===== src/rtl/instr_fetch_pkg.sv =====
// Shared definitions for the instruction fetch controller: state encoding
// and default widths / reset PC.
package instr_fetch_pkg;

    localparam int ADDR_W_DEF   = 16;
    localparam int DATA_W_DEF   = 16;
    localparam int RESET_PC_DEF = 0;

    typedef enum logic [1:0] {
        ST_IDLE = 2'd0,
        ST_REQ  = 2'd1,
        ST_LOAD = 2'd2
    } fetch_state_t;

endpackage


===== src/rtl/instr_fetch_pc_counter.sv =====
// Program counter register: async reset to RESET_PC, parallel load,
// and +1 increment that wraps at 2^ADDR_W. Load has priority over increment.
module pc_counter
    import instr_fetch_pkg::*;
#(
    parameter int                ADDR_W   = ADDR_W_DEF,
    parameter logic [ADDR_W-1:0] RESET_PC = ADDR_W'(RESET_PC_DEF)
) (
    input  logic              clk,
    input  logic              rst,
    input  logic              load,
    input  logic [ADDR_W-1:0] load_val,
    input  logic              inc,
    output logic [ADDR_W-1:0] pc
);

    // PC register: load wins over increment; increment wraps naturally
    always_ff @(posedge clk or posedge rst) begin
        if (rst) begin
            pc <= RESET_PC;
        end else if (load) begin
            pc <= load_val;
        end else if (inc) begin
            pc <= pc + ADDR_W'(1);
        end
    end

endmodule


===== src/rtl/instr_fetch.sv =====
// Instruction fetch controller. Issues single-word reads over a req/ack
// handshake and hands the returned word to the IR with a one-cycle ir_ld.
//
//   state   | meaning
//   --------+------------------------------------------------------------
//   IDLE    | waiting for fetch_en; pc_ld redirects the PC directly
//   REQ     | imem_req held with a stable address until imem_ack
//   LOAD    | ir_ld high for this single cycle, then back to IDLE
//
// A pc_ld seen during REQ cannot cancel the outstanding memory read, so the
// target is parked in redirect_addr and the squash flag marks the returning
// word as stale: it is dropped and the PC takes the parked target instead.
module instr_fetch
    import instr_fetch_pkg::*;
#(
    parameter int                ADDR_W   = ADDR_W_DEF,
    parameter int                DATA_W   = DATA_W_DEF,
    parameter logic [ADDR_W-1:0] RESET_PC = ADDR_W'(RESET_PC_DEF)
) (
    input  logic              clk,
    input  logic              rst,
    input  logic              fetch_en,
    input  logic              pc_ld,
    input  logic [ADDR_W-1:0] pc_target,
    output logic              imem_req,
    output logic [ADDR_W-1:0] imem_addr,
    input  logic              imem_ack,
    input  logic [DATA_W-1:0] imem_rdata,
    output logic              ir_ld,
    output logic [DATA_W-1:0] instruction,
    output logic [ADDR_W-1:0] pc,
    output logic              fetch_busy
);

    fetch_state_t state, state_nxt;

    logic [ADDR_W-1:0] redirect_addr, redirect_addr_nxt;
    logic              squash, squash_nxt;
    logic              imem_req_nxt;
    logic [ADDR_W-1:0] imem_addr_nxt;
    logic              ir_ld_nxt;
    logic [DATA_W-1:0] instruction_nxt;

    logic              pc_load;
    logic [ADDR_W-1:0] pc_load_val;
    logic              pc_inc;

    // A pc_ld in the ack cycle itself still squashes and is the newest target
    logic              squash_now;
    logic [ADDR_W-1:0] target_now;

    assign squash_now = squash | pc_ld;
    assign target_now = pc_ld ? pc_target : redirect_addr;
    assign fetch_busy = (state != ST_IDLE);

    pc_counter #(
        .ADDR_W   (ADDR_W),
        .RESET_PC (RESET_PC)
    ) u_pc_counter (
        .clk      (clk),
        .rst      (rst),
        .load     (pc_load),
        .load_val (pc_load_val),
        .inc      (pc_inc),
        .pc       (pc)
    );

    // State register
    always_ff @(posedge clk or posedge rst) begin
        if (rst) begin
            state <= ST_IDLE;
        end else begin
            state <= state_nxt;
        end
    end

    // Next-state decode
    always_comb begin
        state_nxt = state;
        case (state)
            ST_IDLE: if (fetch_en) state_nxt = ST_REQ;
            ST_REQ:  if (imem_ack) state_nxt = squash_now ? ST_IDLE : ST_LOAD;
            ST_LOAD: state_nxt = ST_IDLE;
            default: state_nxt = ST_IDLE;
        endcase
    end

    // Output / datapath next values per state
    always_comb begin
        imem_req_nxt      = imem_req;
        imem_addr_nxt     = imem_addr;
        ir_ld_nxt         = 1'b0;
        instruction_nxt   = instruction;
        redirect_addr_nxt = redirect_addr;
        squash_nxt        = squash;
        pc_load           = 1'b0;
        pc_load_val       = pc_target;
        pc_inc            = 1'b0;
        case (state)
            ST_IDLE: begin
                squash_nxt = 1'b0;
                if (pc_ld) begin
                    pc_load = 1'b1;
                end
                if (fetch_en) begin
                    imem_req_nxt  = 1'b1;
                    imem_addr_nxt = pc_ld ? pc_target : pc;
                end
            end
            ST_REQ: begin
                if (pc_ld) begin
                    redirect_addr_nxt = pc_target;
                    squash_nxt        = 1'b1;
                end
                if (imem_ack) begin
                    imem_req_nxt = 1'b0;
                    squash_nxt   = 1'b0;
                    if (squash_now) begin
                        pc_load     = 1'b1;
                        pc_load_val = target_now;
                    end else begin
                        // pc equals imem_addr throughout REQ, so pc+1 is addr+1
                        instruction_nxt = imem_rdata;
                        ir_ld_nxt       = 1'b1;
                        pc_inc          = 1'b1;
                    end
                end
            end
            ST_LOAD: begin
                if (pc_ld) begin
                    pc_load = 1'b1;
                end
            end
            default: begin
                imem_req_nxt = 1'b0;
                squash_nxt   = 1'b0;
            end
        endcase
    end

    // Registered outputs and redirect bookkeeping
    always_ff @(posedge clk or posedge rst) begin
        if (rst) begin
            imem_req      <= 1'b0;
            imem_addr     <= '0;
            ir_ld         <= 1'b0;
            instruction   <= '0;
            redirect_addr <= '0;
            squash        <= 1'b0;
        end else begin
            imem_req      <= imem_req_nxt;
            imem_addr     <= imem_addr_nxt;
            ir_ld         <= ir_ld_nxt;
            instruction   <= instruction_nxt;
            redirect_addr <= redirect_addr_nxt;
            squash        <= squash_nxt;
        end
    end

endmodule


===== config.mk =====
export PLATFORM = sky130hd
export DESIGN_NAME = instr_fetch
export DESIGN_NICKNAME = d
export VERILOG_FILES = /design/src/rtl/instr_fetch_pkg.sv /design/src/rtl/instr_fetch_pc_counter.sv /design/src/rtl/instr_fetch.sv
export SDC_FILE = /design/constraint.sdc
export NUM_CORES = 1
export LEC_CHECK = 0
export CORE_AREA = 2 2 131 95
export DETAILED_ROUTE_END_ITERATION = 7
export DIE_AREA = 0 0 133 97
export PLACE_DENSITY = 0.53
export SYNTH_ARGS = -nofsm -noshare
export SYNTH_HDL_FRONTEND = slang
export SYNTH_HIERARCHICAL = 1
export SYNTH_SLANG_ARGS = --single-unit

===== constraint.sdc =====
create_clock -name clk -period 2.3 [get_ports clk]
set_input_delay 0.345 -clock clk [delete_from_list [all_inputs] [get_ports clk]]
set_output_delay 0.345 -clock clk [all_outputs]
set_load 0.02 [all_outputs]

=== After elaboration in Yosys (flattened, before gate mapping) ===
Cells that the tools add are included.
W data, S select, Z words.

* Register bits: 69
* Bits of input ports: 37

* Muxes and demuxes: 24
* $add $sub $neg: 1
* Bitwise gates (word level): 3
* Equal/unequal tests: 5
* Reduce and logical (&&, ||, !) cells: 9

{| class="wikitable"
|+ Operators by type and width
! kind !! count
|-
| $mux W16 || 7
|-
| $add A16 B1 Y16 const B || 1
|-
| $mux W1 || 10
|-
| $mux W2 || 3
|-
| $reduce_and A2 Y1 || 3
|-
| $reduce_and A3 Y1 || 2
|-
| $ne A2 B2 Y1 const B || 2
|-
| $pmux W1 S2 || 2
|-
| $pmux W2 S2 || 1
|-
| $reduce_bool A2 Y1 || 2
|-
| $ne A3 B3 Y1 const B || 1
|-
| $pmux W1 S3 || 1
|-
| $eq A2 B1 Y1 const B || 1
|-
| $eq A2 B2 Y1 const B || 1
|-
| $logic_not A2 Y1 || 1
|-
| $not A1 Y1 || 2
|-
| $reduce_or A2 Y1 || 1
|-
| $or A1 B1 Y1 || 1
|}

=== Longest topological paths before layout ===
Gate-level depths: netlist of run 1.

* Depth in word-level cells: 6
* Depth in mapped cells: 9

=== Hierarchy ===
The synthesis of run 1 kept the hierarchy.

{| class="wikitable"
|+ By module, submodules not included
! module !! times used !! cells an instance !! area an instance (sq um) !! sequential area each (sq um)
|-
| instr_fetch || 1 || 179 || 2381.0 || 1326.3
|-
| pc_counter || 1 || 101 || 917.1 || 400.4
|}

=== Least setup slack after synthesis of run 1 ===
OpenSTA, ideal clock, no wires.

* Path type: register to register
* Start point: reg state[0]
* End point: reg u_pc_counter.pc[13]
* Path slack: 0.164 ns
* Data required time: 2.173 ns
* Data arrival time: 2.009 ns
* Path buffers: 3
* Stages on the path, launching flop included: 10
* Setup time: 0.127 ns
* Cell sequence: dfrtp_1 > nor2b_4 > and4bb_1 > buf_6 > buf_6 > buf_2 > nand3_1 > nor3_1 > mux2i_1 > nand3_1

{| class="wikitable"
|+ RTL lines
! element !! RTL line !! RTL
|-
| start, declared || instr_fetch.sv:35 || <nowiki>fetch_state_t state, state_nxt;</nowiki>
|-
| start signal, assigned || instr_fetch.sv:73 || <nowiki>state <= state_nxt;</nowiki>
|-
| $eq A2 B1 Y1 || - ||
|-
| $mux W1 || - ||
|-
| net ir_ld_nxt || instr_fetch.sv:41 || <nowiki>logic ir_ld_nxt;</nowiki>
|-
| $reduce_bool A2 Y1 (no line) || - ||
|-
| end signal, assigned || instr_fetch_pc_counter.sv:22 || <nowiki>pc <= load_val;</nowiki>
|-
| end signal, assigned || instr_fetch_pc_counter.sv:24 || <nowiki>pc <= pc + ADDR_W'(1);</nowiki>
|-
| end, declared || instr_fetch_pc_counter.sv:14 || <nowiki>output logic [ADDR_W-1:0] pc</nowiki>
|}

The timed path passes the listed nets, and every way through them passes these cells.
A chain may end at the register's enable or synchronous reset.

=== Worst setup path in the final report of run 1 ===
* Start point: reg state[0]
* End point: reg u_pc_counter.pc[13]

* Word-level cells in the longest chain between the ends: 4

{| class="wikitable"
|+ Ends and longest elaborated chain
! element !! RTL line !! RTL
|-
| $eq A2 B2 Y1 or $logic_not A2 Y1 (tied branches) || instr_fetch.sv:99 || <nowiki>case (state)</nowiki>
|-
| $reduce_or A2 Y1 (no line) || - ||
|-
| $pmux W1 S2 || instr_fetch.sv:99 ||
|-
| $mux W16 or $reduce_bool A2 Y1 (tied branches) || - ||
|}

Parallel ways exist; a longest one is shown, timed or not.

==> flow_metrics.py, run 1 <==
metrics = {
    "run_status": {
        "outcome": "finished clean",
    },
    "synth": {
        "post_synth.cell_area_avg_um2": 11.8,
        "synthesis.area_mm2": 0.00330,
        "yosysTopAreaCellShare_pct": 52.4,
        "synthCells": 280,
        "synth.distinct_cells": 34,
        "synth.yosys.seq_area_share_pct": 52.4,
        "number_of_enable_flip_flop_cells_after_synthesis": 0,
        "yosys.area_share.xor_xnor_pct": 3.45,
        "synth_top_family_by_area": "multiplexers",
        "synth-compound-area-share_pct": 5.84,
        "postSynth.topFlopCell": "sky130_fd_sc_hd__dfrtp_1",
        "yosys_register_bits": 69,
        "synth_top_area_cell": "sky130_fd_sc_hd__dfrtp_1",
        "synth_simple_gate_area_share_pct": 12.6,
        "netlist_top_cells_area": "sky130_fd_sc_hd__dfrtp_1 52%, sky130_fd_sc_hd__mux2_2 17%, sky130_fd_sc_hd__mux2i_1 5.8%",
        "syn_nets": 318,
        "synth-warning-count": 6,
        "synthArstFlopShare_pct": 100,
        "yosys.area_share.adder_pct": 0.379,
        "synth_mux_area_share_pct": 22.5,
    },
    "clocking": {
        "tritoncts": "done",
        "h_tree_depth": 3,
        "cts.sink_count": 69,
        "postCtsHoldBufs": 0,
        "clock_tree.buffer_depth": 2,
        "cts_setup_buffers": 0,
        "cts_made_buffers": 9,
        "cts_root_buffer": "sky130_fd_sc_hd__clkbuf_16",
        "cts_repair_resize_count": 0,
        "worst_setup_hold_path_clk_slew_ns": 0.06,
        "clk-insertion-delay-late_ns": 0.33,
    },
    "worst_setup_path": {
        "timing.rr.start": "state[0]",
        "cp_slowest_stage_delay_ns": 0.48,
        "critical_path_s_most_frequent_cell": "sky130_fd_sc_hd__nand3_1",
        "slowest_stage": "sky130_fd_sc_hd__dfrtp_1",
        "start_kind": "flip-flop",
        "critical_path_required_time_ns": 2.51,
        "capturing_element_type_of_the_critical_path": "flip-flop",
        "ff2ff_setup_slack_ns": 0.15,
        "worst-path-max-fanout": 8,
        "ff2ff_path_depth": 7,
        "worstPathArrival_ns": 2.36,
        "critical_path_class": "flip-flop to flip-flop",
        "critical_path.reg2reg.endpoint": "u_pc_counter/pc[13]",
        "series_of_cell_instances_along_the_critical_path": "nor2b_4 -> and4bb_1 -> nand3_1 -> nor3_1 -> buf_4 -> mux2i_1 -> nand3_1",
    },
    "timing": {
        "tightestPinTransition_ns": 0.662,
        "worst_slew_margin_rel_pct": 55.8,
        "fmaxAchievable_ghz": 0.464,
        "unrepaired_setup_endpoints_after_global_routing": "false",
        "period_needed_ns": 2.15,
        "setup_tns_ns": 0,
        "finalCritPeriodShare_pct": 93.7,
        "finalHoldViolCount": 0,
        "slew_violations": 0,
        "fin_skew_ns": 0.00666,
        "setup_violations": 0,
    },
    "drt": {
        "detail_route.iter0.violations": 129,
        "routed_via_density": 4.47,
        "route.vias.total": 2411,
        "drt_wl_total_um": 8110,
        "drc": 0,
        "wl_per_cell_um": 15.1,
        "firstDrtPassIters": 4,
        "final_antenna_net_count": 0,
    },
    "global_route": {
        "grt_overflow": 0,
        "grt_pass1_wl_um": 13500,
        "grt_start_max_net_pins": 49,
        "initial_antenna_violation_count": 0,
        "number_of_global_route_vias_before_repair": 2489,
        "globalRouteTotalUtil_pct": 13.3,
    },
    "finish": {
        "layout.cells.most_common_list": "87 x sky130_fd_sc_hd__clkdlybuf4s50_1, 69 x sky130_fd_sc_hd__dfrtp_1, 49 x sky130_fd_sc_hd__mux2_2",
        "num-fill-cells": 1086,
        "layout-area-overhead-vs-synth_pct": 43.1,
        "postLayoutCellArea_mm2": 0.00472,
        "final_common_cell": "sky130_fd_sc_hd__clkdlybuf4s50_1",
        "post_route_cells_drive_above_1_share_pct": 23.0,
        "antenna_cells_inserted": 0,
        "nets": 415,
    },
    "floorplanning": {
        "placement_rows": 33,
        "die_height_um": 97,
        "fp.coreArea_mm2": 0.0115,
        "die_area_mm2": 0.0129,
        "top_level_ports": 88,
        "start_util_pct": 28.6,
        "fp.dieW_um": 133,
    },
    "pwr": {
        "power_density_mw_per_mm2": 1060,
        "max-vdd-ir-drop_v": 0.000533,
        "p_leak_nw": 1.92,
        "finalPower_w": 0.00502,
    },
    "place": {
        "place_hpwl_um": 5600,
        "finalWeightedCongestion": 0.728,
        "port-buffer-count": 87,
        "placedInstanceArea_mm2": 0.00444,
    },
    "run": {
        "max_cap_violations": 0,
    },
    "min_path": {
        "min_path_type": "primary input to asynchronous set/reset pin",
    },
}
==> worst max-delay path by stage <==
stage | cells after the start | end | startpoint | slack (ns)
finish | 7 | u_pc_counter/pc[13] | state[0] | 0.15
global route | 7 | u_pc_counter/pc[15] | state[0] | 0.03
CTS | 7 | u_pc_counter/pc[15] | state[0] | 0.18
detailed placement | 7 | u_pc_counter/pc[13] | imem_ack | 0.13
global placement | 7 | u_pc_counter/pc[13] | pc_ld | 0.18
floorplan | 9 | u_pc_counter/pc[13] | state[0] | 0.16
==> worst max-delay path: cells and delay by family, from the launching register on <==
| family | cells | cell delay [ns] |
|---|---|---|
| and+or+nand+nor | 5 | 1.19 |
| DFF | 1 | 0.48 |
| muxes | 1 | 0.20 |
| buffers and inverters | 1 | 0.16 |
==> report_power, final <==
group | internal (W) | total (W) | leakage (nW) | switching [W]
logic | 0.000957 | 0.00180 | 0.977 | 0.000845
clock network | 0.000754 | 0.00128 | 0.134 | 0.000524
registers | 0.00163 | 0.00194 | 0.808 | 0.000309
==> metal layers <==
layer | share of wire [%] | global-route usage [%]
met1 | 52 | 19.2
met2 | 41 | 18.9
met3 | 6.1 | 4.87
met4 | 0.80 | 3.23
met5 | 0 | 0
==> cell usage after synthesis (2+ instances only) <==
cell type	instances
sky130_fd_sc_hd__inv_1	6
sky130_fd_sc_hd__nor3_1	4
sky130_fd_sc_hd__dfrtp_1	69
sky130_fd_sc_hd__clkbuf_1	5
sky130_fd_sc_hd__nand4_1	4
sky130_fd_sc_hd__buf_2	5
sky130_fd_sc_hd__nor4_1	2
sky130_fd_sc_hd__xnor2_1	8
sky130_fd_sc_hd__a21oi_1	20
sky130_fd_sc_hd__nand2_1	20
sky130_fd_sc_hd__nor2b_1	2
sky130_fd_sc_hd__buf_6	2
sky130_fd_sc_hd__o21ai_1	2
sky130_fd_sc_hd__nand3_1	6
sky130_fd_sc_hd__o21ai_0	15
sky130_fd_sc_hd__xor2_1	5
sky130_fd_sc_hd__nand2b_1	3
sky130_fd_sc_hd__nor2_1	18
sky130_fd_sc_hd__mux2_2	49
sky130_fd_sc_hd__nor4_2	3
sky130_fd_sc_hd__mux2i_1	19
==> flip-flops by register name, indices dropped and copies added (netlist names) <==
register and cells:
imem_req 1, redirect_addr 16, imem_addr 16, state 2, ir_ld 1, instruction 16
u_pc_counter/pc 16, squash 1
==> kinds of logic after synthesis <==
family / count (synthesis)
DFF: 69
muxes: 68
adders and majority gates: 1
and+or+nand+nor: 72
xor gates and xnor gates: 13
buffers and inverters: 19
AOI/OAI and AO/OA: 38
==> final cells by class <==
class                      count  area, µm²  area share [%]
inverter                       6       22.5           0.477
clock buffer                  10        239            5.06
sequential                    69       1730            36.6
multi-input combinational    192       1480            31.5
tap                          157        196            4.16
clock inverter                 6       38.8           0.822
timing repair buffer          99       1010            21.4
==> metrics by stage <==
step	util, %	hold WS [ns]	instances	setup WS (ns)
6_report	41.0	0.252	539	0.146
5_1_grt	41.0	0.257	539	0.0276
4_1_cts	41.0	0.246	539	0.184
3_5_place_dp	38.5	0.489	523	0.135
3_3_place_gp	38.5	0.484	523	0.184
2_1_floorplan	-	0.259	280	0.164
No activity file was read; power rests on OpenSTA's default activity.
==> run 2, diff against run 1 <==
==> constraint.sdc (replaced) <==
create_clock -name clk -period 1.95 [get_ports clk]
set_input_delay 0.2925 -clock clk [delete_from_list [all_inputs] [get_ports clk]]
set_output_delay 0.2925 -clock clk [all_outputs]
set_load 0.005 [all_outputs]
==> flow_metrics.py, run 2 (same netlist as run 1, synthesis figures left out) <==
metrics = {
    "pwr": {
        "power_density_mw_per_mm2": 1210,
        "p_leak_nw": 1.99,
        "finalPower_w": 0.00593,
        "max-vdd-ir-drop_v": 0.000502,
    },
    "global_route": {
        "grt_overflow": 0,
        "grt_start_max_net_pins": 37,
        "globalRouteTotalUtil_pct": 13.7,
        "initial_antenna_violation_count": 0,
        "number_of_global_route_vias_before_repair": 2530,
        "grt_pass1_wl_um": 13800,
    },
    "drt": {
        "drc": 0,
        "wl_per_cell_um": 15.2,
        "drt_wl_total_um": 8340,
        "routed_via_density": 4.48,
        "firstDrtPassIters": 4,
        "detail_route.iter0.violations": 121,
        "final_antenna_net_count": 0,
        "route.vias.total": 2465,
    },
    "clocking": {
        "h_tree_depth": 3,
        "worst_setup_hold_path_clk_slew_ns": 0.06,
        "tritoncts": "done",
        "clk-insertion-delay-late_ns": 0.33,
        "cts.sink_count": 69,
        "cts_root_buffer": "sky130_fd_sc_hd__clkbuf_16",
        "cts_made_buffers": 9,
        "clock_tree.buffer_depth": 2,
    },
    "finish": {
        "post_route_cells_drive_above_1_share_pct": 26.0,
        "final_common_cell": "sky130_fd_sc_hd__clkdlybuf4s50_1",
        "layout.cells.most_common_list": "87 x sky130_fd_sc_hd__clkdlybuf4s50_1, 69 x sky130_fd_sc_hd__dfrtp_1, 49 x sky130_fd_sc_hd__mux2_2",
        "layout-area-overhead-vs-synth_pct": 47.9,
        "nets": 426,
        "num-fill-cells": 1097,
        "antenna_cells_inserted": 0,
    },
    "worst_setup_path": {
        "worstPathArrival_ns": 1.59,
        "critical_path_required_time_ns": 1.66,
        "capturing_element_type_of_the_critical_path": "output pin",
        "critical_path_class": "flip-flop to output pin",
        "ff2ff_path_depth": 8,
        "start_kind": "flip-flop",
        "worst-path-max-fanout": 6,
    },
    "run": {
        "max_cap_violations": 0,
    },
    "timing": {
        "unrepaired_setup_endpoints_after_global_routing": "true",
        "final.setup.worst_slack_ns": 0.0679,
        "period_needed_ns": 1.88,
        "worst_slew_margin_rel_pct": 66.5,
        "fin_skew_ns": 0.00633,
        "slew_violations": 0,
        "fmaxAchievable_ghz": 0.531,
        "setup_violations": 0,
        "tightestPinTransition_ns": 0.503,
        "finalHoldViolCount": 0,
        "finalCritPeriodShare_pct": 96.5,
    },
    "floorplanning": {
        "die_height_um": 97,
        "fp.dieW_um": 133,
        "fp.coreArea_mm2": 0.0115,
        "top_level_ports": 88,
        "start_util_pct": 28.6,
        "placement_rows": 33,
        "die_area_mm2": 0.0129,
    },
    "run_status": {
        "outcome": "finished clean",
    },
    "place": {
        "finalWeightedCongestion": 0.736,
        "place_hpwl_um": 5940,
        "dpl_worst_slack_ns": -0.0714,
        "port-buffer-count": 87,
    },
    "min_path": {
        "min_path_type": "primary input to asynchronous set/reset pin",
    },
}
## run 2: per-layer routing
metal	vias up	wire (µm)	GRT usage, %
met5	-	0	0
met4	0	19	1.99
met3	2	504	5.92
met2	67	3490	19.3
met1	1190	4330	19.9
li1	1206	-	-
## run 2: path summary, 6_finish.rpt
check / startpoint / endpoint / slack (ns)
min in group clk: redirect_addr[6] / redirect_addr[6] / 0.50
max in group asynchronous: rst / redirect_addr[3] / 1.08
max reg2reg: state[1] / u_pc_counter/pc[10] / 0.12
min: rst / redirect_addr[11] / 0.31
max: state[1] / fetch_busy / 0.07
min reg2reg: redirect_addr[6] / redirect_addr[6] / 0.50
## run 2: repair_timing
action / 4_1_cts / 5_1_grt
resized for setup: 0 / 2
endpoints found under the setup margin: 1 / 2
pin swaps: 0 / 0
setup buffers: 1 / 0
hold buffers: 0 / 0
## run 2: area by class of cell
type	count	area, µm²	area share (%)
clock buffers	10	229	4.69
clock inverters	6	111	2.28
inverters	6	22.5	0.462
multi-input cells	192	1510	31.0
flip-flops and latches	69	1730	35.4
well taps	157	196	4.03
repair buffers	110	1080	22.2
## run 2: through the flow
step                      std cells  utilization, %  cell area [µm²]  setup TNS, ns  hold slack, ns
after detailed placement        533            39.2             4520         -0.596           0.490
final                           550            42.3             4880              0           0.309
after global placement          533            39.2             4520         -0.165           0.484
after CTS                       550            42.3             4870              0           0.314
after global routing            550            42.3             4880        -0.0393           0.339
after floorplan                 280               -             3320        -0.0348           0.206
## run 2: critical path, cell delays in order, from the launching register on
cell                              delay (ns)
sky130_fd_sc_hd__dfrtp_1                0.37
sky130_fd_sc_hd__buf_4                  0.16
sky130_fd_sc_hd__or2_2                  0.29
sky130_fd_sc_hd__clkdlybuf4s50_1        0.44
## run 2: where the power goes
group	total [W]	internal (W)	switching, W
Clock	0.00186	0.00125	0.000615
Sequential	0.00226	0.00192	0.000342
Combinational	0.00180	0.00117	0.000630
==> run 3, diff against run 2 <==
--- a/config.mk
+++ b/config.mk
@@ -5,11 +5,10 @@
 export SDC_FILE = /design/constraint.sdc
 export NUM_CORES = 1
 export LEC_CHECK = 0
-export CORE_AREA = 2 2 131 95
+export CORE_AREA = 2 2 134 97
 export DETAILED_ROUTE_END_ITERATION = 7
-export DIE_AREA = 0 0 133 97
-export PLACE_DENSITY = 0.53
+export DIE_AREA = 0 0 136 99
+export PLACE_DENSITY = 0.5
 export SYNTH_ARGS = -nofsm -noshare
 export SYNTH_HDL_FRONTEND = slang
-export SYNTH_HIERARCHICAL = 1
 export SYNTH_SLANG_ARGS = --single-unit
==> constraint.sdc (replaced) <==
create_clock -name clk -period 1.8 [get_ports clk]
set_input_delay 0.36 -clock clk [delete_from_list [all_inputs] [get_ports clk]]
set_output_delay 0.36 -clock clk [all_outputs]
set_load 0.005 [all_outputs]
==> flow_metrics.py, run 3 <==
metrics = {
    "run_status": {
        "outcome": "finished clean",
    },
    "synth": {
        "number_of_enable_flip_flop_cells_after_synthesis": 0,
        "synthArstFlopShare_pct": 100,
        "netlist_top_cells_area": "sky130_fd_sc_hd__dfrtp_1 50%, sky130_fd_sc_hd__mux2_2 5.5%, sky130_fd_sc_hd__mux2i_1 4.9%",
        "synth.yosys.seq_area_share_pct": 49.8,
        "yosysTopAreaCellShare_pct": 49.8,
        "postSynth.topFlopCell": "sky130_fd_sc_hd__dfrtp_1",
        "synth_top_area_cell": "sky130_fd_sc_hd__dfrtp_1",
        "yosys.area_share.xor_xnor_pct": 0,
        "synth_mux_area_share_pct": 16.3,
        "synthesis.area_mm2": 0.00347,
        "yosys.area_share.adder_pct": 0.361,
        "synth_top_family_by_area": "multiplexers",
        "synth.distinct_cells": 55,
        "syn_nets": 359,
        "synth-compound-area-share_pct": 14.8,
        "post_synth.cell_area_avg_um2": 10.8,
        "synth-warning-count": 0,
        "netlist_top_cells_count": "69 x sky130_fd_sc_hd__dfrtp_1, 31 x sky130_fd_sc_hd__a21oi_1, 27 x sky130_fd_sc_hd__nor2_1",
        "synth_simple_gate_area_share_pct": 14.6,
        "yosys_register_bits": 69,
        "synthCells": 321,
        "synthMostInstantiatedCell": "sky130_fd_sc_hd__dfrtp_1",
    },
    "finish": {
        "final_common_cell": "sky130_fd_sc_hd__clkdlybuf4s50_1",
        "layout-area-overhead-vs-synth_pct": 52.8,
        "reg_area_mm2": 0.00174,
        "multiInputGateArea_mm2": 0.00164,
        "antenna_cells_inserted": 0,
        "layout.cells.most_common_list": "84 x sky130_fd_sc_hd__clkdlybuf4s50_1, 61 x sky130_fd_sc_hd__dfrtp_1, 39 x sky130_fd_sc_hd__buf_4",
        "post_route_cells_drive_above_1_share_pct": 26.3,
        "num-fill-cells": 1184,
        "nets": 485,
    },
    "drt": {
        "routed_via_density": 4.90,
        "wl_met3_um": 666,
        "drt_wl_total_um": 10500,
        "route.vias.total": 3010,
        "firstDrtPassIters": 4,
        "detail_route.iter0.violations": 174,
        "highest_routed_metal_layer": "met4",
        "met1Wirelength_um": 5320,
        "drc": 0,
        "wl_per_cell_um": 17.1,
        "detailroute.wirelength.met2_um": 4390,
        "final_antenna_net_count": 0,
    },
    "floorplanning": {
        "start_util_pct": 28.5,
        "die_height_um": 99,
        "top_level_ports": 88,
        "placement_rows": 34,
        "die_area_mm2": 0.0135,
        "fp.coreArea_mm2": 0.0122,
        "fp.dieW_um": 136,
    },
    "clocking": {
        "worst_setup_hold_path_clk_slew_ns": 0.06,
        "tritoncts": "done",
        "clk-insertion-delay-late_ns": 0.34,
        "clock_tree.buffer_depth": 2,
        "h_tree_depth": 3,
        "cts.sink_count": 69,
        "postCtsHoldBufs": 0,
        "cts_made_buffers": 9,
        "cts_root_buffer": "sky130_fd_sc_hd__clkbuf_16",
    },
    "place": {
        "place_hpwl_um": 7790,
        "finalWeightedCongestion": 0.809,
        "port-buffer-count": 87,
    },
    "pwr": {
        "power_density_mw_per_mm2": 1630,
        "p_leak_nw": 2.24,
        "finalPower_w": 0.00864,
        "int_pwr_w": 0.00591,
        "switching_share_pct": 31.6,
        "netSwitchingPower_w": 0.00273,
        "max-vdd-ir-drop_v": 0.000567,
        "pwr-share-comb_pct": 41.4,
        "power.share.sequential_pct": 34.2,
        "clkPwrFrac_pct": 24.4,
    },
    "timing": {
        "finalHoldViolCount": 0,
        "worst_slew_margin_rel_pct": 72.6,
        "tightestPinTransition_ns": 0.400,
        "finalCritPeriodShare_pct": 97.8,
        "setup_violations": 0,
        "slew_violations": 0,
        "fmaxAchievable_ghz": 0.568,
        "setup_tns_ns": 0,
        "fin_skew_ns": 0.00422,
        "period_needed_ns": 1.76,
    },
    "run": {
        "max_cap_violations": 0,
    },
    "worst_setup_path": {
        "capturing_element_type_of_the_critical_path": "output pin",
        "series_of_cell_instances_along_the_critical_path": "buf_4 -> clkdlybuf4s50_1",
        "critical_path_class": "flip-flop to output pin",
        "slowest_stage": "sky130_fd_sc_hd__clkdlybuf4s50_1",
        "worst-path-max-fanout": 5,
        "start_kind": "flip-flop",
        "critical_path_required_time_ns": 1.44,
        "crit_path_start": "u_pc_counter.pc[5]",
        "cp_slowest_stage_delay_ns": 0.49,
        "worstPathArrival_ns": 1.40,
        "timing.rr.start": "state[1]",
    },
    "global_route": {
        "grt_start_max_net_pins": 33,
        "number_of_global_route_vias_before_repair": 2844,
        "grt_overflow": 0,
        "initial_antenna_violation_count": 0,
        "grt_pass1_wl_um": 16200,
        "globalRouteTotalUtil_pct": 16.2,
    },
    "min_path": {
        "min_path_type": "primary input to asynchronous set/reset pin",
    },
}
-- run 3: cell count changes after synthesis, moves of 8 or more --
cell and delta:
sky130_fd_sc_hd__mux2_4 +9, sky130_fd_sc_hd__xnor2_1 -8, sky130_fd_sc_hd__nor2_1 +9, sky130_fd_sc_hd__a21oi_1 +11, sky130_fd_sc_hd__mux2_2 -32
-- run 3: repair_timing --
item | in CTS | in global routing
setup buffers | 2 | 3
pin swaps | 0 | 2
gates resized for setup | 6 | 20
endpoints found under the setup margin | 6 | 19
hold endpoints to repair | 0 | 0
-- run 3: power groups by stage --
| stage | sequential, W | combinational, W | clock (W) |
|---|---|---|---|
| 2_1_floorplan | 0.00286 | 0.00147 | 0 |
| 3_3_place_gp | 0.00294 | 0.00342 | 0 |
| 3_5_place_dp | 0.00297 | 0.00346 | 0 |
| 4_1_cts | 0.00295 | 0.00352 | 0.00215 |
| 5_1_grt | 0.00306 | 0.00386 | 0.00222 |
| 6_report | 0.00295 | 0.00358 | 0.00211 |
-- run 3: cells by family after synthesis --
group	count (synthesis)
flip-flops	69
adder cells (fa/ha/maj)	1
AND/OR/NAND/NOR	92
AO/OA/AOI/OAI	82
multiplexers	49
buffers and inverters	28
-- run 3: metal layers --
metal  vias to the layer above  track usage [%]
li1                       1436                -
met1                      1467             25.1
met2                        95             21.8
met3                        12             4.06
met4                         0             4.65
met5                         -                0
-- run 3: cell type report --
| class | instances | area share [%] |
|---|---|---|
| clock buffers | 11 | 4.77 |
| clock inverters | 5 | 2.01 |
| inverters | 7 | 0.566 |
| multi-input cells | 224 | 30.9 |
| flip-flops and latches | 69 | 32.8 |
| well taps | 162 | 3.82 |
| repair buffers | 136 | 25.1 |
-- run 3: stage by stage --
step,std cells,cell area (µm²),util [%],setup WS (ns),hold slack [ns]
floorplan,321,3470,-,0.204,0.446
global placement,593,4830,39.7,-0.315,0.467
detailed placement,593,4830,39.7,-0.353,0.478
CTS,611,5210,42.8,0.00134,0.383
global route,614,5300,43.6,-0.000638,0.418
finish,614,5300,43.6,0.0392,0.384
-- run 3: worst paths after layout --
kind | slack [ns] | depth (start not counted) | endpoint
worst max-delay path | 0.04 | 2 | pc[5]
worst min-delay path | 0.38 | 2 | redirect_addr[14]
worst max register to register | 0.08 | 8 | u_pc_counter.pc[3]
worst min register to register | 0.48 | 1 | instruction[13]
max in group asynchronous | 0.90 | 3 | u_pc_counter.pc[11]
min in group clk | 0.48 | 1 | instruction[13]
-- run 3: worst max-delay path: cells and delay by family (launching register included) --
| kind | cells | cell delay (ns) |
|---|---|---|
| buffers and inverters | 2 | 0.64 |
| flip-flops | 1 | 0.41 |
==> RTL edit 1, RTL diff (config.mk and constraints of run 2) <==
Set the package constant `ADDR_W_DEF` to 18 (it was 16).
--- a/src/rtl/instr_fetch_pkg.sv
+++ b/src/rtl/instr_fetch_pkg.sv
@@ -3,5 +3,5 @@
 package instr_fetch_pkg;
 
-    localparam int ADDR_W_DEF   = 16;
+    localparam int ADDR_W_DEF   = 18;
     localparam int DATA_W_DEF   = 16;
     localparam int RESET_PC_DEF = 0;
Interface: changed (resized imem_addr, pc and pc_target); port bits go from 88 to 94. No check against the original RTL was run, so the function may have changed too.
==> RTL edit 1 against run 2 <==
Via count increased by 9.2%. Critical path type is now register to register. Area after synthesis is 9.9% higher. Sequential cell count grew 6. Wire length increased by 8.1%. Highest routed layer unchanged. First-iteration DRC count down 17%. Non-clock buffer count up 7. Power down 2.8%. Final area grew 7.8%. Worst setup slack improved by 0.033 ns. Largest power group unchanged.
==> RTL edit 1: results (changes against run 2) <==
| Metric | Value |
|---|---|
| Post-Place Cell Area | `0.00487 mm2 (+7.8%)` |
| Status | `finished clean` |
| Largest delay share family, worst path | `simple AND/OR/NAND/NOR gates` |
| CP max stage cell | `or4_1` |
| Wire length on met3 | `388 um (-23%)` |
| Synthesis-to-finish area growth | `45.2%` |
| Wl on met1 | `4.62 mm (+6.7%)` |
| Multi-input comb cells | `208 (+8.3%)` |
| Final WL | `9.02 mm (+8.1%)` |
| Port bufs | `93 (+6.9%)` |
| Global-route usage over all layers | `0.150 (+0.0130)` |
| Post-Synth XOR/XNOR Area | `0.0290 (-0.00552)` |
| Non-clock buffer count | `117 (+6.4%)` |
| Clock network share of area | `0.0687 (-0.00103)` |
| Peak VDD IR | `0.455 mV (-9.4%)` |
| Layout Skew | `0.00688 ns (+0.000546 ns)` |
| Reg clk slew, reported paths | `0.06 ns (about the same)` |
| Cts repair resizes | `1 (+1)` |
| First-pass GRT wire length | `15.1 mm (+9.3%)` |
| Clock distribution power | `1.98 mW (+6%)` |
| WL/cell | `15.6 um (+2.7%)` |
| Routed wl met2 | `3.92 mm (+12%)` |
| Worst Path Max Fanout | `7 (+1)` |
| Footprint of the multi-input gates | `0.00162 mm2 (+7.1%)` |
| Initial DRC count | `101 (-17%)` |
| Pre-CTS setup slack | `-0.356 ns (-0.285 ns)` |
| Mux cell area share after synthesis | `0.226 (+0.00121)` |
| Drt via density | `4.65 (+3.7%)` |
| Gpl congestion | `0.758 (+3.0%)` |
| Mapped Nets | `347 (+9.1%)` |
| Synth Instances | `307 (+9.6%)` |
| Register area share after synthesis | `0.518 (-0.00556)` |
| Fraction of area in registers | `0.357 (+0.00278)` |
| FILL cells | `1059 (-3.5%)` |
| Yosys cell types | `37 (+8.8%)` |
| Power share of the clock group | `0.343 (+0.028)` |
| Vias in the first global route | `2873 (+14%)` |
| Post-synthesis compound-gate area fraction | `0.0663 (+0.00788)` |
| Nets | `457 (+7.3%)` |
| Post-CTS Setup Repair Bufs | `0 (-1)` |
| WP data arrival | `2.10 ns (+0.51 ns)` |
| Data buffer area share | `0.225 (+0.00361)` |
| Synth area leaders | `dfrtp_1 (52%), mux2_2 (13%), mux2i_1 (5.5%), mux2_4 (3.7%), a21oi_1 (2.9%)` |
| Adder-cell share of the synthesized area | `0.00345 (-0.000341)` |
| Static Leakage | `2.24 nW (+12%)` |
RTL edit 1: cell count changes after synthesis, moves of 4 or more:
cell and change:
mux2_4 +9, dfrtp_1 +6, mux2_2 -6, nor2_1 +6, xnor2_1 -6, xor2_1 +5
a31oi_1 +4, nor3_1 -4, o21ai_0 +4
RTL edit 1: routing by layer:
layer,track usage,vias to the layer above
met5,0,-
met4,0.0422,0
met3,0.0414,8
met2,0.223,59
met1,0.215,1316
li1,-,1308
RTL edit 1: worst paths after layout:
kind,start,to,slack (ns),cells after the start
max in group asynchronous,rst,imem_addr[8],1.14,3
worst min register to register,redirect_addr[3],redirect_addr[3],0.50,1
worst min-delay path,rst,instruction[4],0.29,2
worst max-delay path,state[1],u_pc_counter/pc[17],0.10,6
min in group clk,imem_ack,state[0],0.36,4
worst max register to register,state[1],u_pc_counter/pc[17],0.10,6
==> RTL edit 2, RTL diff (flow settings as in run 2) <==
Without the edit above. Add an input register stage for `pc_target`, cleared by the reset; this delays it by one clock. The other inputs are not delayed to match.
--- a/src/rtl/instr_fetch.sv
+++ b/src/rtl/instr_fetch.sv
@@ -33,4 +33,14 @@
 );
 
+    logic [ADDR_W-1:0] pc_target_q;
+
+    always_ff @(posedge clk or posedge rst) begin
+        if (rst) begin
+            pc_target_q <= '0;
+        end else begin
+            pc_target_q <= pc_target;
+        end
+    end
+
     fetch_state_t state, state_nxt;
 
@@ -51,5 +61,5 @@
 
     assign squash_now = squash | pc_ld;
-    assign target_now = pc_ld ? pc_target : redirect_addr;
+    assign target_now = pc_ld ? pc_target_q : redirect_addr;
     assign fetch_busy = (state != ST_IDLE);
 
@@ -95,5 +105,5 @@
         squash_nxt        = squash;
         pc_load           = 1'b0;
-        pc_load_val       = pc_target;
+        pc_load_val       = pc_target_q;
         pc_inc            = 1'b0;
         case (state)
@@ -105,10 +115,10 @@
                 if (fetch_en) begin
                     imem_req_nxt  = 1'b1;
-                    imem_addr_nxt = pc_ld ? pc_target : pc;
+                    imem_addr_nxt = pc_ld ? pc_target_q : pc;
                 end
             end
             ST_REQ: begin
                 if (pc_ld) begin
-                    redirect_addr_nxt = pc_target;
+                    redirect_addr_nxt = pc_target_q;
                     squash_nxt        = 1'b1;
                 end
Check against the original RTL: not equivalent (Yosys sat finds a counterexample within 4 cycles, from zero or initial values and one cycle with rst high).
==> RTL edit 2 against run 2 <==
Synthesized cell count grew 6.4%. Final area grew 7.7%. Fmax rose by 8.4%. Sequential share of layout area is 5.1 points higher. Wire length up 1.4%. Count of clock-buffer cells in the layout did not move. Power up 5.1%. Worst setup slack better by 0.15 ns. Area after synthesis increased by 12%. Sequential cell count up 16. Core utilization up 3.3 points. Largest cell class unchanged.
==> RTL edit 2: results (changes against run 2) <==
| Metric | Value |
|---|---|
| Most frequent cells after synthesis | `dfrtp_1 (85), mux2_2 (49), nand2_1 (20)` |
| Adder-cell share of the synthesized area | `0.00338 (-0.000413)` |
| Synth area leaders | `dfrtp_1 (57%), mux2_2 (15%), mux2i_1 (5.1%), a21oi_1 (2.6%), nand2_1 (2.0%)` |
| Final hold slack | `0.364 ns (+0.0553 ns)` |
| Met1 Track Usage GR | `0.184 (-0.0151)` |
| Critical Path Max Stage Delay | `0.42 ns (-0.02 ns)` |
| Final WS setup | `0.213 ns (+0.145 ns)` |
| FF-to-FF path depth | `7 (-1)` |
| Mux cell area share after synthesis | `0.200 (-0.0245)` |
| Peak VDD IR | `0.473 mV (-5.8%)` |
| First-pass GRT wire length | `14.3 mm (+3.3%)` |
| R2r setup slk | `0.25 ns (+0.13 ns)` |
| Routed wl met2 | `3.97 mm (+14%)` |
| Status | `finished clean` |
| Post-detail-place hpwl | `6.01 mm (+1.2%)` |
| Global-route usage over all layers | `0.142 (+0.00490)` |
| Wire length on met3 | `484 um (-4.0%)` |
| Post-Place Cell Area | `0.00492 mm2 (+8.8%)` |
| Wl on met1 | `3.94 mm (-8.9%)` |
| FILL cells | `1054 (-3.9%)` |
| Mapped Nets | `336 (+5.7%)` |
| Initial DRC count | `160 (+32%)` |
| Sw Ratio | `0.264 (-0.00345)` |
| Post-Synth XOR/XNOR Area | `0.0308 (-0.00376)` |
| Worst Path Max Fanout | `4 (-2)` |
| R2r startpoint | `state[0]` |
| Fin cells | `567 (+3.1%)` |
| Post-CTS Setup Repair Bufs | `0 (-1)` |
| Cell area after layout | `0.00526 mm2 (+7.7%)` |
| Share of cells above drive strength 1 | `0.246 (-0.0132)` |
| Post-synthesis compound-gate area fraction | `0.0531 (-0.00535)` |
| Nets | `443 (+4.0%)` |
| Crit Reg-Reg Endpoint | `u_pc_counter/pc[15]` |
| Worst relative slew slack | `0.643 (-0.0219)` |
| Cells after DPL | `550 (+3.2%)` |
| WP data arrival | `1.95 ns (+0.36 ns)` |
| Largest delay share family, worst path | `simple AND/OR/NAND/NOR gates` |
| Drt via density | `4.65 (+3.7%)` |
| Yosys cell types | `33 (-2.9%)` |
| Register area share after synthesis | `0.575 (+0.0512)` |
-- RTL edit 2: cell count changes after synthesis, moves of 2 or more --
cell | run 2 | this run
dfrtp_1 | 69 | 85
buf_4 | 1 | 3
inv_1 | 6 | 8
nand2b_1 | 3 | 1
nand3b_1 | 0 | 2
nor2b_1 | 2 | 4
-- RTL edit 2: area by class of cell --
class                      instances  share of cell area
clock inverter                     6              0.0164
inverter                           8             0.00643
multi-input combinational        191               0.283
tap                              157              0.0374
timing repair buffer             110               0.206
clock buffer                      10              0.0455
sequential                        85               0.405
-- RTL edit 2: how the worst max path moves through the flow --
stage	cells past startpoint	end	from
after floorplan	8	u_pc_counter/pc[11]	state[1]
after global placement	7	u_pc_counter/pc[10]	pc_ld
after detailed placement	7	u_pc_counter/pc[15]	pc_ld
after CTS	3	fetch_busy	state[0]
after global routing	7	u_pc_counter/pc[12]	pc_ld
final	7	u_pc_counter/pc[15]	pc_ld
